## config.mk

```make
export PLATFORM = sky130hd
export DESIGN_NAME = mixer_sequencer
export DESIGN_NICKNAME = d
export VERILOG_FILES = /design/src/rtl/mixer_sequencer.sv
export SDC_FILE = /design/constraint.sdc
export NUM_CORES = 1
export LEC_CHECK = 0
export ABC_AREA = 1
export BUFFER_PORTS_ARGS = -buffer_cell sky130_fd_sc_hd__buf_2
export CORE_MARGIN = 2
export CORE_UTILIZATION = 50
export DETAILED_ROUTE_END_ITERATION = 7
export GPL_TIMING_DRIVEN = 0
export PLACE_DENSITY = 0.79
export SYNTH_ARGS = -nofsm -noshare
export SYNTH_HDL_FRONTEND = slang
export SYNTH_SLANG_ARGS = --single-unit
export TNS_END_PERCENT = 20
```

## constraint.sdc

```tcl
create_clock -name clk -period 16.4 [get_ports clk]
set_input_delay 2.46 -clock clk [delete_from_list [all_inputs] [get_ports clk]]
set_output_delay 2.46 -clock clk [all_outputs]
set_load 0.01 [all_outputs]
```

## src/rtl/mixer_sequencer.sv

```systemverilog
// mixer_sequencer
// Four-channel time-multiplexed mixer. A sample_tick snapshots the four
// channel samples, then one shared signed 16x16 MAC walks the channels
// (one per cycle). The 34-bit sum is scaled by 2^-14, saturated to Q16.0 and
// presented on pcm_out with a one-cycle pcm_valid strobe. Each channel's
// applied level ramps toward its target by at most RAMP_STEP per frame.
//
// Handshake: sample_tick is a one-cycle request accepted only while idle
// (busy=0); a tick while busy is dropped and recorded in the sticky overrun
// flag. pcm_valid is a one-cycle strobe with no back-pressure.
//
// Ports:
//   clk, reset         clock, synchronous active-high reset
//   sample_tick        frame start request
//   input_1..input_4   signed Q16.0 channel samples
//   lvl_1..lvl_4       signed Q2.14 target levels
//   mute               bit i-1 forces target of channel i to 0
//   clear_flags        clears clipped and overrun (a same-cycle set wins)
//   pcm_out            signed Q16.0 mix, held between frames
//   pcm_valid          one-cycle strobe when pcm_out updates
//   busy               frame in progress
//   clipped, overrun   sticky status flags
module mixer_sequencer #(
  parameter logic [15:0] RAMP_STEP = 16'd64
) (
  input  logic        clk,
  input  logic        reset,
  input  logic        sample_tick,
  input  logic [15:0] input_1,
  input  logic [15:0] input_2,
  input  logic [15:0] input_3,
  input  logic [15:0] input_4,
  input  logic [15:0] lvl_1,
  input  logic [15:0] lvl_2,
  input  logic [15:0] lvl_3,
  input  logic [15:0] lvl_4,
  input  logic [3:0]  mute,
  input  logic        clear_flags,
  output logic [15:0] pcm_out,
  output logic        pcm_valid,
  output logic        busy,
  output logic        clipped,
  output logic        overrun
);

  typedef enum logic {IDLE, MAC} state_t;

  state_t state, state_next;

  logic signed [15:0] snap    [4];
  logic signed [15:0] cur_lvl [4];
  logic signed [33:0] acc;
  logic [1:0]         ch;

  // MAC datapath for the channel selected by ch
  logic signed [15:0] cur_sel;
  logic signed [15:0] snap_sel;
  logic signed [15:0] target;
  logic signed [31:0] product;
  logic signed [16:0] diff;
  logic [16:0]        abs_diff;
  logic signed [16:0] stepped;
  logic signed [15:0] new_lvl;
  logic signed [33:0] sum;
  logic signed [33:0] res;
  logic [15:0]        sat_val;
  logic               sat_hit;
  logic               last_ch;

  assign busy    = (state == MAC);
  assign last_ch = (state == MAC) && (ch == 2'd3);

  // Next-state logic
  always_comb begin
    state_next = state;
    case (state)
      IDLE:    if (sample_tick) state_next = MAC;
      MAC:     if (ch == 2'd3)  state_next = IDLE;
      default: state_next = IDLE;
    endcase
  end

  always_comb begin
    cur_sel  = cur_lvl[ch];
    snap_sel = snap[ch];
    target   = 16'sd0;
    case (ch)
      2'd0:    target = $signed(lvl_1);
      2'd1:    target = $signed(lvl_2);
      2'd2:    target = $signed(lvl_3);
      default: target = $signed(lvl_4);
    endcase
    if (mute[ch]) target = 16'sd0;

    // Product uses the level applied before this frame's ramp update.
    product  = cur_sel * snap_sel;

    // 17-bit difference so the full 16-bit swing cannot overflow.
    diff     = {target[15], target} - {cur_sel[15], cur_sel};
    abs_diff = diff[16] ? 17'(-diff) : 17'(diff);
    if (diff[16])
      stepped = {cur_sel[15], cur_sel} - $signed({1'b0, RAMP_STEP});
    else
      stepped = {cur_sel[15], cur_sel} + $signed({1'b0, RAMP_STEP});
    // A non-snapping step lands strictly between cur and target, so it fits.
    if (abs_diff <= {1'b0, RAMP_STEP})
      new_lvl = target;
    else
      new_lvl = stepped[15:0];

    sum = acc + {{2{product[31]}}, product};
    res = sum >>> 14;
    sat_hit = 1'b0;
    sat_val = res[15:0];
    if (res > 34'sd32767) begin
      sat_val = 16'h7FFF;
      sat_hit = 1'b1;
    end else if (res < -34'sd32768) begin
      sat_val = 16'h8000;
      sat_hit = 1'b1;
    end
  end

  always_ff @(posedge clk) begin
    if (reset) begin
      state     <= IDLE;
      acc       <= '0;
      ch        <= 2'd0;
      pcm_out   <= 16'h0000;
      pcm_valid <= 1'b0;
      clipped   <= 1'b0;
      overrun   <= 1'b0;
      for (int i = 0; i < 4; i++) begin
        snap[i]    <= 16'sd0;
        cur_lvl[i] <= 16'sd0;
      end
    end else begin
      state     <= state_next;
      pcm_valid <= 1'b0;
      case (state)
        IDLE: begin
          if (sample_tick) begin
            snap[0] <= $signed(input_1);
            snap[1] <= $signed(input_2);
            snap[2] <= $signed(input_3);
            snap[3] <= $signed(input_4);
            acc     <= '0;
            ch      <= 2'd0;
          end
        end
        MAC: begin
          acc         <= sum;
          cur_lvl[ch] <= new_lvl;
          ch          <= ch + 2'd1;
          if (ch == 2'd3) begin
            pcm_out   <= sat_val;
            pcm_valid <= 1'b1;
          end
        end
        default: ;
      endcase
      // Sticky flags: a set event in the same cycle beats clear_flags.
      clipped <= (last_ch && sat_hit) || (clipped && !clear_flags);
      overrun <= (busy && sample_tick) || (overrun && !clear_flags);
    end
  end

endmodule

```

==> Yosys cells after proc, flatten, opt, wreduce, memory -nomap -nowiden <==
Memories as Yosys holds them, arrays and structs flattened. A register that Yosys moved wholly into a read port is not among the register bits.
Index checks and enable logic that the tools add are counted.
{ "classes": {"n_addsub": 6, "multipliers": 1, "n_lt_le_gt_ge": 4, "n_eq_ne": 4, "mux": 38, "bitwise_logic": 5, "n_reduce_logical": 12} }
{ "op_table": {"columns": ["cell", "count"], "rows": [
  ["$mux W16", 10],
  ["$pmux W34 S2", 1],
  ["$pmux W16 S3", 1],
  ["$add A34 B34 Y34", 1],
  ["$mux W34", 1],
  ["$mul A16 B16 Y32", 1],
  ["$gt A20 B16 Y1 const B", 1],
  ["$lt A20 B16 Y1 const B", 1],
  ["$le A17 B7 Y1 const B", 1],
  ["$mux W17", 1],
  ["$neg A17 Y17", 1],
  ["$sub A16 B16 Y17", 1],
  ["$add A16 B8 Y16 const B", 1],
  ["$reduce_or A16 Y1", 1],
  ["$sub A16 B8 Y16 const B", 1],
  ["$mux W1", 15],
  ["$mux W2", 6],
  ["$logic_and A1 B1 Y1", 5],
  ["$eq A2 B2 Y1 const B", 2],
  ["$or A1 B1 Y1", 4],
  ["$pmux W2 S2", 1],
  ["$lt A2 B3 Y1 const B", 1],
  ["$add A2 B1 Y2 const B", 1],
  ["$bmux W1 S2", 1],
  ["other kinds (9)", 10]
]} }
{ "word_totals": {"register_bits": 56, "ramBits": 128, "inputBits": 136, "out_inout_bits": 20, "wordCells": 79, "memories": 2} }
{ "mem_list": {"columns": ["name", "words", "width", "read_ports", "rd_ports_with_merged_regs", "wr", "line_no", "source"], "rows": [
  ["cur_lvl", 4, 16, 1, 1, 4, "51", "logic signed [15:0] cur_lvl [4];"],
  ["snap", 4, 16, 1, 1, 4, "50", "logic signed [15:0] snap [4];"]
]} }

==> Logic depth before layout (Yosys ltp) <==
Gate-level depths: netlist of the first run.
{ "logic_depth": {"word_depth": 9, "mapped_depth": 46, "mapped_depth_nobuf": 44} }

==> Worst setup path after synthesis of the first run <==
OpenSTA, ideal clock, no wires.
{ "synth_timing": {"path_type": "flip-flop to flip-flop", "startpoint": "register (tool-made name)", "endpoint": "register pcm_out[10]", "setup_time_ns": 0.119, "arrival_ns": 8.426, "t_required_ns": 16.281, "slack_ns": 7.855, "path_stages_with_launch": 42, "n_path_buf": 5, "synth_period_minus_slack_ns": 8.545, "cell_sequence": "dfxtp_1 > clkbuf_1 > clkbuf_1 > buf_1 > nand2_1 > a32oi_1 > clkbuf_1 > nand2_1 > fa_1 > fa_1 > fa_1 > inv_1 > fa_1 > fa_1 > inv_1 > fa_1 > inv_1 > ha_1 > [6 not listed] > a211oi_1 > xnor2_1 > ha_1 > nand2_1 > o21ai_0 > a21oi_1 > o21ai_0 > a21oi_1 > nand2_1 > nand2_1 > nand2_1 > a21oi_1 > inv_1 > nand2_1 > nand2_1 > a21oi_2 > buf_4 > a21oi_1"} }
{ "synth_lines": {"columns": ["element", "line_no", "source"], "rows": [
  ["to (signal assigned)", "156", "pcm_out <= sat_val;"],
  ["to (decl)", "39", "output logic [15:0] pcm_out,"]
]} }

==> impl_metrics.json, run 1 <==
{
  "status": "finished with violations",
  "violations": "max-slew violations",
  "grt_antenna_before_repair": 0,
  "synth_edf_count": 128,
  "synth_top_family_by_area": "adder cells",
  "fin_area_um2": 24100,
  "max_stage_delay_ns": 0.72,
  "ant_nets": 0,
  "yosysMostFrequentCell": "inv_1",
  "synth-xor-area-share": 0.0291,
  "slew_violations": 27,
  "overflow": 0,
  "fill_cells": 3913,
  "path_max_fanout": 10,
  "yosysSeqAreaShare": 0.228,
  "cap_violations": 0,
  "cts.sinks": 186,
  "synth_fp_nets": 3289,
  "num_io_pins": 156,
  "die_h_um": 213,
  "wire_per_inst_um": 17.4,
  "hp-class": "flop to flop",
  "crit_type": "flop to flop",
  "via_per_inst": 5.39,
  "grt_setup_unrepaired": "no",
  "final-hold-violation-count": 0,
  "required_ns": 16.76,
  "numPortBuffers": 155,
  "syn_area_um2": 21900,
  "start_kind": "flop",
  "worst_slew_pin_slew_ns": 1.57,
  "syn-instance-count": 2744,
  "fin_crit_sh": 0.672,
  "fmax_mhz": 90.7,
  "critPathSlowestCell": "clkbuf_1",
  "synth_mux_area_frac": 0,
  "dr.pass1.iters": 6,
  "gp_congestion": 0.958,
  "grt_max_degree": 30,
  "postCtsSetupRepairBufs": 0,
  "area_delta_synth_final_pct": 9.94,
  "dp_hpwl_um": 48900,
  "crit_path_end_kind": "flop",
  "post_cts_resized": 0,
  "start_util": 0.508,
  "setup_viol": 0,
  "cts_tree": "done",
  "synth-simple-area-share": 0.218,
  "synthTopCellsByCount": "555 x inv_1, 538 x nand2_1, 318 x nor2_1, 265 x fa_1, 145 x a21oi_1",
  "cts-htree-levels": 4,
  "path_common_cell": "nand2_1",
  "rows": 76,
  "cts_inserted_buffers": 17,
  "setup_tns_ns": 0,
  "hold_buffers": 0,
  "period_needed_ns": 11.02,
  "nets": 3468,
  "synth_compound_area_frac": 0.0852,
  "cts_root_buffer": "clkbuf_16",
  "grt_pass1_wl_um": 97300,
  "wirelength_um": 61300,
  "synthAdderAreaFrac": 0.324,
  "synth.area.top_cells": "fa_1 24%, edfxtp_1 18%, inv_1 9.5%, nand2_1 9.2%, ha_1 8.2%",
  "first_iter_violations": 1674,
  "synth-main-ff-cell": "edfxtp_1",
  "coreArea_um2": 43200,
  "cts_buffer_depth": 2,
  "fin_worst_skew_ns": 0.0225,
  "hold_start": "pcm_out[15]",
  "clk_transition_reported_paths_ns": 0.09,
  "drive_gt1_frac": 0.101,
  "yosysTopAreaCell": "fa_1",
  "grt_pass1_vias": 18684,
  "grt_usage": 0.281,
  "clk_latency_ns": 0.48,
  "synth_top_cell_area_share": 0.242,
  "die-area_um2": 45500,
  "slew_headroom": -0.0447,
  "vias": 18983,
  "place_area_um2": 23500,
  "antennaDiodeCount": 0,
  "synthArstFlopShare": 0,
  "synth_seq_cells": 186,
  "die_w_um": 213,
  "drc": 0,
  "arrival_ns": 11.38,
  "avgSynthCellArea_um2": 7.99,
  "synth_cell_types": 52,
  "yosys_warnings": 0
}
[layout make-up]
| type | count | area [um2] | share of cell area |
|---|---|---|---|
| Buffer | 90 | 379 | 0.0157 |
| Clock buffer | 17 | 425 | 0.0176 |
| Clock inverter | 15 | 153 | 0.00633 |
| Inverter | 571 | 2140 | 0.0889 |
| Multi-Input combinational cell | 1897 | 14400 | 0.598 |
| Sequential cell | 186 | 5000 | 0.208 |
| Tap cell | 585 | 732 | 0.0304 |
| Timing Repair Buffer | 160 | 853 | 0.0354 |
[metal layers]
| metal | routed length (um) | up-vias | share of wire | GRT usage |
|---|---|---|---|---|
| met2 | 28000 | 948 | 0.46 | 0.458 |
| met4 | 2660 | 0 | 0.043 | 0.123 |
| met5 | 0 | - | 0 | 0 |
| met1 | 23600 | 8934 | 0.38 | 0.353 |
| met3 | 7110 | 169 | 0.12 | 0.0735 |
| li1 | - | 8932 | - | - |
[per-stage QoR]
| stage | worst slack (ns) | hold slack (ns) | std cells | utilization |
|---|---|---|---|---|
| floorplan | 7.85 | 0.444 | 2744 | - |
| global placement | 5.32 | 0.454 | 3484 | 0.543 |
| detailed placement | 5.27 | 0.460 | 3487 | 0.545 |
| CTS | 5.25 | 0.473 | 3519 | 0.558 |
| global route | 4.83 | 0.506 | 3521 | 0.558 |
| finish | 5.38 | 0.474 | 3521 | 0.558 |
[layout by cell type (no fill, tap or decap), types with 32 or more instances in the layout]
master    count
a21oi_1     145
buf_2       160
clkbuf_1     72
dfxtp_1      58
edfxtp_1    128
fa_1        265
ha_1        144
inv_1       555
nand2_1     538
nand3_1      94
nand4_1      32
nor2_1      318
o21ai_0      83
xor2_1       42
[path summary, 6_finish.rpt]
check | to | slack (ns) | depth (start not counted)
max | pcm_out[10] | 5.38 | 40
min | pcm_out[15] | 0.47 | 2
max reg2reg | pcm_out[10] | 5.38 | 40
min reg2reg | pcm_out[15] | 0.47 | 2
[critical path: cells and delay by family, from the launching register on]
family          cells  cell delay, ns
simple gates       13            1.78
fa+ha+maj           8            3.90
compound gates      9            2.00
xor+xnor            1            0.33
buf+inv             9            2.52
flops               1            0.36
[logic make-up (layout without fill, tap and decap cells)]
group / count (synthesis) / in the layout
flip-flops: 186 / 186
adder cells (fa/ha/maj): 409 / 409
XOR/XNOR: 72 / 72
AND/OR/NAND/NOR: 1099 / 1099
AO/OA/AOI/OAI: 317 / 317
buffers and inverters: 661 / 853
[sequential cells by signal (all words and copies together) (netlist names), named ones only]
| register | count |
|---|---|
| snap | 64 |
| clipped | 1 |
| ch | 2 |
| cur_lvl | 64 |
| pcm_valid | 1 |
| acc | 34 |
| pcm_out | 16 |
| overrun | 1 |
| busy | 1 |
Power of run 1 is not shown: default switching activity piles up to over one toggle a cycle in this logic, so the estimate is an artifact.
==> inputs of run 2 (changes only) <==
--- a/config.mk
+++ b/config.mk
@@ -11,7 +11,7 @@
 export CORE_UTILIZATION = 50
 export DETAILED_ROUTE_END_ITERATION = 7
 export GPL_TIMING_DRIVEN = 0
-export PLACE_DENSITY = 0.79
+export PLACE_DENSITY = 0.82
 export SYNTH_ARGS = -nofsm -noshare
 export SYNTH_HDL_FRONTEND = slang
 export SYNTH_SLANG_ARGS = --single-unit
==> constraint.sdc (replaced) <==
create_clock -name clk -period 9.65 [get_ports clk]
set_input_delay 1.4475 -clock clk [delete_from_list [all_inputs] [get_ports clk]]
set_output_delay 1.4475 -clock clk [all_outputs]
set_load 0.01 [all_outputs]
==> impl_metrics.json, run 2 (synthesized netlist as in run 1, its figures left out) <==
{
  "layout_commonest_cell": "inv_1",
  "whs_ns": 0.472,
  "numPortBuffers": 155,
  "dr.pass1.iters": 8,
  "path_common_cell": "nand2_1",
  "critPathSlowestCell": "fa_1",
  "pre_cts_ws_ns": -1.31,
  "status": "complete, no violations",
  "cts_inserted_buffers": 17,
  "worst_slew_pin_slew_ns": 1.08,
  "cts-htree-levels": 4,
  "period_needed_ns": 9.38,
  "max_stage_delay_ns": 0.58,
  "dp_hpwl_um": 49000,
  "hold_start": "pcm_out[15]",
  "die-area_um2": 45500,
  "rows": 76,
  "fin_worst_skew_ns": 0.0246,
  "nets": 3503,
  "drive_gt1_frac": 0.151,
  "grt_pass1_vias": 19267,
  "gp_congestion": 0.956,
  "cts_root_buffer": "clkbuf_16",
  "setup_viol": 0,
  "area_delta_synth_final_pct": 14.9,
  "instances_no_fill": 3556,
  "hp-class": "flop to flop",
  "required_ns": 10.01,
  "setup_slack_ns": 0.273,
  "arrival_ns": 9.74,
  "ant_nets": 0,
  "cts_buffer_depth": 2,
  "slew_headroom": 0.278,
  "slew_violations": 0,
  "clk_transition_reported_paths_ns": 0.09,
  "path_max_fanout": 10,
  "wire_per_inst_um": 18.0,
  "cap_violations": 0,
  "dp.cells": 3487,
  "drc": 0,
  "fill_cells": 3638,
  "final-hold-violation-count": 0,
  "num_io_pins": 156,
  "grt_pass1_wl_um": 99300,
  "cts.sinks": 186,
  "die_h_um": 213,
  "fin_crit_sh": 0.972,
  "clk_latency_ns": 0.47,
  "coreArea_um2": 43200,
  "ff2ff_setup_slack_ns": 0.27,
  "reg.largest.list": "cur_lvl x64, snap x64, acc x34",
  "crit_path_end_kind": "flop",
  "start_kind": "flop",
  "vias": 19546,
  "overflow": 0,
  "grt_max_degree": 32,
  "most-common-layout-cells": "540 x inv_1, 536 x nand2_1, 315 x nor2_1",
  "antennaDiodeCount": 0,
  "crit_type": "flop to flop",
  "grt_antenna_before_repair": 0,
  "start_util": 0.508,
  "grt_usage": 0.285,
  "die_w_um": 213,
  "first_iter_violations": 1975,
  "fmax_mhz": 107,
  "wirelength_um": 63900,
  "via_per_inst": 5.50,
  "cts_tree": "done"
}
==> run 2: changes by cell type in the layout (fill, tap and decap cells not counted), sizes merged <==
cell,change
clkinvlp,+3
clkinv,-4
inv,-2
bufinv,+3
clkbuf,-13
buf,+48
==> run 2: per-layer routing <==
metal | routed length [um] | global-route usage | part of all wire | up-vias
met5 | 36 | 0 | 0.00056 | -
met4 | 3100 | 0.133 | 0.048 | 2
met2 | 29600 | 0.470 | 0.46 | 1073
li1 | - | - | - | 8976
met1 | 23500 | 0.353 | 0.37 | 9260
met3 | 7610 | 0.0691 | 0.12 | 235
==> run 2: worst paths after layout <==
| path | end | cells past startpoint |
|---|---|---|
| setup / recovery | pcm_out[7] | 40 |
| hold / removal | pcm_out[15] | 2 |
| setup reg to reg | pcm_out[7] | 40 |
| hold reg to reg | pcm_out[15] | 2 |
==> run 2: timing repair <==
item,4_1_cts,5_1_grt
hold buffers,0,0
endpoints found under the setup margin,30,20
setup buffers,4,36
pin swaps,1,24
resized for setup,91,128
endpoints found under the hold margin,0,0
gates cloned,0,0
==> run 2: worst max-delay path, delay by kind of cell (launching register included) <==
family,cells,cell delay [ns]
xor gates and xnor gates,1,0.27
and+or+nand+nor,12,1.69
buffers and inverters,9,1.37
adders and majority gates,8,3.86
DFF,1,0.36
AOI/OAI and AO/OA,10,1.69
==> run 2: final cells by class <==
class                           count  area, um2  share of cell area
Multi-Input combinational cell   1897      15000               0.595
Sequential cell                   186       5010               0.199
Inverter                          571       2200              0.0872
Timing Repair Buffer              198       1140              0.0452
Tap cell                          585        732              0.0290
Buffer                             87        512              0.0203
Clock buffer                       17        425              0.0169
Clock inverter                     15        205             0.00814
==> run 2: metrics by stage <==
step	area, um2	setup TNS (ns)	util
after floorplan	21900	0	-
after global placement	23400	-21.35	0.543
after detailed placement	23500	-25.60	0.545
after CTS	24500	0	0.568
after global routing	25200	-1.21	0.584
final	25200	0	0.584
Power of run 2 is left out for the same reason.
